## src/rtl/adc_sine_meas.sv

```systemverilog
`default_nettype none
// +--------------------------------------------------------------------------+
// | adc_sine_meas: frequency (100 Hz steps) and Vpp (0.1 V steps) of ADC sine |
// | Optional: MEAS_ROUND_EN selects round-to-nearest division. Rev 1.0        |
// +--------------------------------------------------------------------------+
module adc_sine_meas #(
  parameter int GATE_CYCLES     = 5_000_000,
  parameter int MID_CODE        = 512,
  parameter int HYST            = 16,
  parameter int CODES_PER_100MV = 20,
  parameter int FREQ_DIV        = 10
) (
  input  logic       clk,
  input  logic       rst,
  input  logic [9:0] ad_data,
  input  logic       ad_valid,
  output logic [4:0] freq,
  output logic [4:0] value,
  output logic [9:0] vpp,
  output logic       meas_done
);

  localparam int GW = $clog2(GATE_CYCLES + 1);
  localparam logic [GW-1:0] GATE_LAST = GW'(GATE_CYCLES - 1);
  localparam logic [10:0]   LO_TH     = 11'(MID_CODE - HYST);
  localparam logic [10:0]   HI_TH     = 11'(MID_CODE + HYST);
  localparam logic [16:0]   F_DIV     = 17'(FREQ_DIV);
  localparam logic [10:0]   A_DIV     = 11'(CODES_PER_100MV);
`ifdef MEAS_ROUND_EN
  localparam logic [16:0]   F_BIAS    = 17'(FREQ_DIV / 2);
  localparam logic [10:0]   A_BIAS    = 11'(CODES_PER_100MV / 2);
`else
  localparam logic [16:0]   F_BIAS    = 17'd0;
  localparam logic [10:0]   A_BIAS    = 11'd0;
`endif

  typedef enum logic [1:0] {
    ST_GATE = 2'd0,
    ST_CALC = 2'd1,
    ST_OUT  = 2'd2
  } state_t;

  state_t          state, state_nxt;
  logic [GW-1:0]   gate_cnt;
  logic [4:0]      calc_cnt;
  logic [9:0]      max_code, min_code, vpp_l;
  logic            arm;
  logic [15:0]     cnt;
  logic [16:0]     f_rem;
  logic [10:0]     a_rem;
  logic [4:0]      f_quo, a_quo;

  logic            gate_last, calc_last, accept;
  logic [9:0]      max_nxt, min_nxt, vpp_nxt;
  logic            arm_nxt;
  logic [15:0]     cnt_nxt;
  logic            f_step, a_step;
  logic [4:0]      f_quo_nxt, a_quo_nxt;

  assign gate_last = (state == ST_GATE) && (gate_cnt == GATE_LAST);
  assign calc_last = (state == ST_CALC) && (calc_cnt == 5'd31);
  assign accept    = (state == ST_GATE) && ad_valid;

  always_ff @(posedge clk) begin
    if (rst) state <= ST_GATE;
    else     state <= state_nxt;
  end

  always_comb begin
    state_nxt = state;
    case (state)
      ST_GATE: if (gate_last) state_nxt = ST_CALC;
      ST_CALC: if (calc_last) state_nxt = ST_OUT;
      ST_OUT:  state_nxt = ST_GATE;
      default: state_nxt = ST_GATE;
    endcase
  end

  // Sample bookkeeping as seen after the current sample, so the last gate
  // cycle's sample is folded into the latched results.
  always_comb begin
    max_nxt = max_code;
    min_nxt = min_code;
    arm_nxt = arm;
    cnt_nxt = cnt;
    if (accept) begin
      if (ad_data > max_code) max_nxt = ad_data;
      if (ad_data < min_code) min_nxt = ad_data;
      if ({1'b0, ad_data} < LO_TH) begin
        arm_nxt = 1'b1;
      end else if (({1'b0, ad_data} >= HI_TH) && arm) begin
        arm_nxt = 1'b0;
        if (cnt != 16'hFFFF) cnt_nxt = cnt + 16'd1;
      end
    end
    vpp_nxt = (max_nxt >= min_nxt) ? (max_nxt - min_nxt) : 10'd0;
  end

  assign f_step    = (f_rem >= F_DIV) && (f_quo != 5'd31);
  assign a_step    = (a_rem >= A_DIV) && (a_quo != 5'd31);
  assign f_quo_nxt = f_step ? f_quo + 5'd1 : f_quo;
  assign a_quo_nxt = a_step ? a_quo + 5'd1 : a_quo;

  always_ff @(posedge clk) begin
    if (rst) begin
      gate_cnt  <= '0;
      calc_cnt  <= '0;
      max_code  <= 10'd0;
      min_code  <= 10'd1023;
      arm       <= 1'b0;
      cnt       <= 16'd0;
      vpp_l     <= 10'd0;
      f_rem     <= '0;
      a_rem     <= '0;
      f_quo     <= '0;
      a_quo     <= '0;
      freq      <= '0;
      value     <= '0;
      vpp       <= '0;
      meas_done <= 1'b0;
    end else begin
      meas_done <= 1'b0;
      case (state)
        ST_GATE: begin
          gate_cnt <= gate_last ? '0 : gate_cnt + 1'b1;
          max_code <= max_nxt;
          min_code <= min_nxt;
          arm      <= arm_nxt;
          cnt      <= cnt_nxt;
          if (gate_last) begin
            vpp_l    <= vpp_nxt;
            f_rem    <= {1'b0, cnt_nxt} + F_BIAS;
            a_rem    <= {1'b0, vpp_nxt} + A_BIAS;
            f_quo    <= '0;
            a_quo    <= '0;
            calc_cnt <= '0;
          end
        end
        ST_CALC: begin
          calc_cnt <= calc_cnt + 5'd1;
          f_quo    <= f_quo_nxt;
          a_quo    <= a_quo_nxt;
          if (f_step) f_rem <= f_rem - F_DIV;
          if (a_step) a_rem <= a_rem - A_DIV;
          // Results land together with meas_done in the single OUT cycle.
          if (calc_last) begin
            freq      <= f_quo_nxt;
            value     <= a_quo_nxt;
            vpp       <= vpp_l;
            meas_done <= 1'b1;
          end
        end
        ST_OUT: begin
          gate_cnt <= '0;
          max_code <= 10'd0;
          min_code <= 10'd1023;
          arm      <= 1'b0;
          cnt      <= 16'd0;
        end
        default: gate_cnt <= '0;
      endcase
    end
  end

endmodule
`default_nettype wire

```

## config.mk

```make
export PLATFORM = sky130hd
export DESIGN_NAME = adc_sine_meas
export DESIGN_NICKNAME = d
export VERILOG_FILES = /design/src/rtl/adc_sine_meas.sv
export SDC_FILE = /design/constraint.sdc
export NUM_CORES = 1
export LEC_CHECK = 0
export ABC_AREA = 1
export CORE_ASPECT_RATIO = 1.5
export CORE_MARGIN = 5
export CORE_UTILIZATION = 40
export DETAILED_ROUTE_END_ITERATION = 10
export GPL_TIMING_DRIVEN = 0
export PLACE_DENSITY = 0.6
export SLEW_MARGIN = 10
export SYNTH_ARGS = -nofsm -noshare
export SYNTH_HDL_FRONTEND = slang
export SYNTH_SLANG_ARGS = --single-unit
```

## constraint.sdc

```tcl
create_clock -name clk -period 3.34 [get_ports clk]
set_input_delay 1.002 -clock clk [delete_from_list [all_inputs] [get_ports clk]]
set_output_delay 1.002 -clock clk [all_outputs]
set_load 0.05 [all_outputs]
```

**Word level (Yosys, flattened, before mapping)**

Cells that the tools add are included.

- Register bits: 136
- Input port bits: 13
- Output and inout port bits: 21
- Logic and storage cells: 96

- Add/subtract/negate cells: 8
- Order comparisons: 7
- Equality and inequality tests: 13
- Multiplexer cells: 34
- Bitwise operators: 1
- Reductions and logical operators: 17

Operator list:

| kind | number |
|---|---|
| $mux W16 | 4 |
| $mux W10 | 5 |
| $pmux W23 S2 | 1 |
| $pmux W10 S2 | 2 |
| $mux W17 | 2 |
| $pmux W17 S2 | 1 |
| $pmux W16 S2 | 1 |
| $pmux W5 S2 | 3 |
| $add A23 B1 Y23 const B | 1 |
| $eq A23 B23 Y1 const B | 1 |
| $mux W23 | 1 |
| $mux W11 | 2 |
| $pmux W11 S2 | 1 |
| $ge A17 B4 Y1 const B | 1 |
| $sub A17 B4 Y17 const B | 1 |
| $add A16 B1 Y16 const B | 1 |
| $ne A16 B16 Y1 const B | 1 |
| $add A5 B1 Y5 const B | 3 |
| $mux W5 | 3 |
| $ge A11 B5 Y1 const B | 1 |
| $sub A11 B5 Y11 const B | 1 |
| $ge A10 B10 Y1 | 1 |
| $ge A10 B10 Y1 const B | 1 |
| $gt A10 B10 Y1 | 1 |
| other kinds (20) | 40 |

**Longest topological paths before layout**

- Word-level depth: 7
- Mapped depth: 26
- Depth with buffers taken out: 25

**Least setup slack after synthesis**

Ideal clock, no wire load.

- Path kind: input-to-reg
- From: input port ad_data[9]
- To: register a_rem[9]
- Setup time: 0.071 ns
- Data arrival time: 3.448 ns
- Required time: 3.269 ns
- Path slack: -0.179 ns
- Stages on the path: 20
- Buffers on the path: 1
- Cells stage by stage: ha_1 -> nand2_1 -> nor2_1 -> nand3_1 -> nand3_1 -> clkbuf_1 -> nand2_1 -> o21ai_0 -> nand2_1 -> nand2_1 -> inv_1 -> ha_1 -> fa_1 -> inv_1 -> nand4_1 -> nand4_1 -> nand3_1 -> nand2_1 -> nand2_1 -> a21oi_1

- Word-level cells in the longest chain between the ends: 7
- Elaborated cells on any way between the ends: 11
- Classes of those cells: add/sub (1); order compare (3); mux (7)

RTL lines:

| what | line | RTL |
|---|---|---|
| start, declared | 15 | `input logic [9:0] ad_data,` |
| $gt A10 B10 Y1 / $lt A10 B10 Y1 (equally long branches) | 87, 88 |  |
| $mux W10, on equally long branches | 87, 88 |  |
| $mux W10 | 86 | `if (accept) begin` |
| $sub A10 B10 Y10 / $ge A10 B10 Y1 (equally long branches) | 96 | `vpp_nxt = (max_nxt >= min_nxt) ? (max_nxt - min_nxt) : 10'd0;` |
| $mux W10 (*) | 96 |  |
| $mux W11 (*) | 130 | `if (gate_last) begin` |
| $pmux W11 S2 (*) | 123 | `case (state)` |
| end signal, assigned | 133 | `a_rem <= {1'b0, vpp_nxt} + A_BIAS;` |
| end signal, assigned | 144 | `if (a_step) a_rem <= a_rem - A_DIV;` |
| end, declared | 50 | `logic [10:0] a_rem;` |

Every way passes the cells marked *; elsewhere a longest branch is shown, timed or not. The select of a mux whose other input is x is not followed.
A chain may end at the register's enable or synchronous reset.

**Worst setup path after layout**

- From: input port ad_data[4]
- To: register a_rem[2]

Same word-level chain as after synthesis.

==> impl_metrics.py <==
metrics = {
    "job": {
        "drv_cap": 0,
    },
    "detailed_routing": {
        "dr.pass1.iters": 5,
        "wl_per_cell_um": 15.8,
        "postRouteAntennaNets": 0,
        "vias": 8643,
        "drcViolationCount": 0,
        "wl_um": 26200,
        "drtIter0Drc": 429,
        "vias_per_cell": 5.19,
    },
    "layout": {
        "fin_nets": 1439,
        "areaGrowthSynthToFinish_pct": 27.2,
        "drive_gt1_share_pct": 19.1,
        "n_antenna_cell": 0,
        "post-route-util_pct": 51.2,
        "final_cells": 1664,
    },
    "worst_hold_path": {
        "whs_endpoint": "vpp_l[6]$_SDFFE_PP0P_",
        "holdCritStartpoint": "vpp_l[6]$_SDFFE_PP0P_",
        "min_path_cells": 2,
        "holdCritPathClass": "reg -> reg",
    },
    "logic_synthesis": {
        "syn_avg_cell_area_um2": 6.41,
        "synth-compound-area-share_pct": 13.5,
        "synth_top_cell_area_share_pct": 32.4,
        "synth_flop_cell": "dfxtp_1",
        "synthMuxAreaShare_pct": 0,
        "syn-num-nets": 1366,
        "synth_fa_ha_area_share_pct": 6.19,
        "yosys-top-cells-area": "dfxtp_1 32%, nand2_1 14%, nand3_1 7.2%, inv_1 7.1%, nor2_1 7.0%",
        "synth.most_common_cell": "nand2_1",
        "yosys.area_share.xor_xnor_pct": 1.15,
        "synthDistinctLibCells": 43,
        "synth_top_area_cell": "dfxtp_1",
        "yosysWarnings": 0,
        "async_reset_ff_share_pct": 0,
        "synth_top_family_by_area": "simple AND/OR/NAND/NOR gates",
        "synth_edf_count": 0,
        "synth-simple-area-share_pct": 36.4,
        "syn-instance-count": 1312,
        "yosysSeqAreaShare_pct": 32.4,
        "ys_ff_latch": 136,
        "syn_area_um2": 8410,
        "synth_commonest_cells": "312 x nand2_1, 160 x inv_1, 157 x nor2_1",
    },
    "clock_network": {
        "clock-sinks": 136,
        "root_buffer": "clkbuf_16",
        "hold_buffers": 0,
        "ctsHtreeMaxLevel": 4,
        "cts_tree": "done",
        "cts_buffers": 17,
        "clkTransAtPathRegs_ns": 0.06,
        "clock_path_buffers": 2,
        "clkLatencyLatePin_ns": 0.44,
    },
    "power_and_ir_drop": {
        "p_switching_uw": 1410,
        "power.share.sequential_pct": 35.1,
        "peakVddDrop_uv": 350,
        "pwr-share-clk_pct": 42.0,
        "intPower_uw": 3350,
        "pwr-share-comb_pct": 22.9,
        "p_leak_uw": 0.00460,
        "swShare_pct": 29.7,
        "power.density_nw_per_um2": 445,
    },
    "worst_setup_path": {
        "startpoint_type": "input port",
        "reg2regPathDepth": 20,
        "worstSetupPathType": "in -> reg",
        "crit_buf_inv": 5,
        "crit_fanout": 5,
        "r2r_start": "min_code[7]$_SDFFE_PP1P_",
        "worst_setup_path_end_kind": "register",
        "r2r-end": "vpp_l[5]$_SDFFE_PP0P_",
        "cp_cell_sequence": "buf_4, ha_4, nand2_1, o21ai_1, nand2_1, nand3_2, nand2_4, buf_8, o21ai_4, ha_4, fa_2, inv_2, buf_4, buf_4, or2_2, nand3_2, nor2_1, nor2_1, nor2_1",
        "crit_family": "simple AND/OR/NAND/NOR gates",
        "worstPathRequired_ns": 3.66,
        "arrival_ns": 3.60,
        "cpPeakStageDelay_ns": 0.27,
        "rrSetupSlack_ns": 0.31,
        "slowest_stage": "or2_2",
    },
    "sta": {
        "tightest_slew_ns": 0.746,
        "fmax_mhz": 305,
        "hold_viol": 0,
        "maxSlewHeadroom_pct": 50.3,
        "finalClockSkew_ns": 0.0165,
        "slew_viol_final": 0,
        "setup_viol": 0,
        "finalCriticalPeriod_ns": 3.28,
        "rsz0062_at_grt": "true",
        "post-route-period-util_pct": 98.1,
    },
    "die": {
        "die_area_um2": 24100,
        "die_height_um": 188,
        "core_um2": 20900,
        "rows": 65,
        "fp.dieW_um": 128,
        "io_pins": 34,
        "initial_utilization_pct": 40.2,
    },
    "place": {
        "hpwlAfterDp_um": 19200,
        "place_inst": 1612,
        "port_buffers": 32,
        "gp_congestion": 0.933,
    },
    "global_route": {
        "grt_pass1_wl_um": 41500,
        "grt.total_usage_pct": 21.6,
        "grt_pass1_vias": 8275,
        "antenna_found_initial": 0,
        "grt_max_degree": 17,
        "overflow": 0,
    },
    "status": {
        "outcome": "finished clean",
    },
}
[layout make-up]
cell class,count,area (um^2)
tap,268,335
sequential,136,2720
multi-input combinational,959,5590
clock buffer,20,467
inverter,173,657
clock inverter,10,143
fill,2048,10200
timing repair buffer,54,526
buffer,44,258
[registers in the layout (all words and copies together), names as in the netlist, 10 cells and up]
name / cells
min_code: 10
max_code: 10
vpp: 10
f_rem: 17
vpp_l: 10
a_rem: 11
gate_cnt: 23
cnt: 16
[metal layers]
layer / global-route usage (%) / share of wire [%] / wire length [um] / vias to the layer above
li1: - / - / - / 4408
met4: 9.07 / 3.8 / 993 / 0
met3: 3.45 / 3.3 / 859 / 65
met2: 40.9 / 54 / 14200 / 181
met1: 23.2 / 39 / 10200 / 3989
met5: 0 / 0 / 0 / -
[metrics by stage]
step	hold slack [ns]	setup TNS, ns	instance area (um^2)	power [uW]	setup slack [ns]
global placement	0.442	-25.07	9270	2430	-1.45
CTS	0.461	0	10100	4530	0.00669
finish	0.453	0	10700	4760	0.0623
detailed placement	0.450	-25.00	9270	2430	-1.44
floorplan	0.427	0	8610	2220	0.00236
global route	0.479	-0.221	10700	4960	-0.0594
[cells by family after synthesis]
group           after synthesis
flops                       136
compound gates              214
simple gates                693
xor+xnor                     11
buf+inv                     217
fa+ha+maj                    41
[worst max-delay path by stage]
stage                          start               endpoint  slack (ns)  cells after the start
after floorplan           ad_data[9]  a_rem[5]$_SDFFE_PP0P_       0.002                     21
after global placement    ad_data[9]  a_rem[9]$_SDFFE_PP0P_       -1.45                     21
after detailed placement  ad_data[9]  a_rem[9]$_SDFFE_PP0P_       -1.44                     21
after CTS                 ad_data[9]  a_rem[5]$_SDFFE_PP0P_       0.007                     22
after global routing      ad_data[7]  a_rem[5]$_SDFFE_PP0P_       -0.06                     23
final                     ad_data[4]  a_rem[2]$_SDFFE_PP0P_        0.06                     19
[placed cells by master, fill, tap and decap left out, drive strengths merged, types with 3 or more instances in the layout]
cell type and instances:
nand2 323, nor2 173, inv 173, dfxtp 136
nand3 123, o21ai 110, a21oi 83, buf 53
clkbuf 43, ha 40, nor3 33, nand4 25
clkdlybuf4s50 21, or2 10, o21bai 7, xor2 6
clkinv 6, nand3b 5, xnor2 5, o21a 4
o211ai 3, bufinv 3
[worst register-to-register path, cell delays in order (launching register included)]
cell     delay (ns)
dfxtp_1        0.33
inv_1          0.09
ha_4           0.26
a21oi_2        0.13
o21a_1         0.18
nand3_4        0.12
buf_8          0.15
o21ai_2        0.10
nand2_1        0.07
nand2_2        0.09
inv_2          0.04
ha_4           0.15
fa_2           0.38
inv_2          0.09
nand4_1        0.09
nand4_1        0.10
buf_6          0.16
buf_6          0.12
nand3_4        0.05
buf_4          0.13
o21ai_1        0.11
[power by group through the flow]
stage               clock [uW]  combinational (uW)  sequential, uW
floorplan                    0                 524            1700
global placement             0                 722            1700
detailed placement           0                 727            1700
CTS                       2020                 840            1670
global route              2100                1190            1670
finish                    2000                1090            1670
[timing repair]
action,in CTS,in global routing
cloned,4,0
endpoints found under the setup margin,20,20
buffers inserted,5,13
gates resized for setup,97,123
pin swaps,12,49
Power figures use the tool's default switching activity.
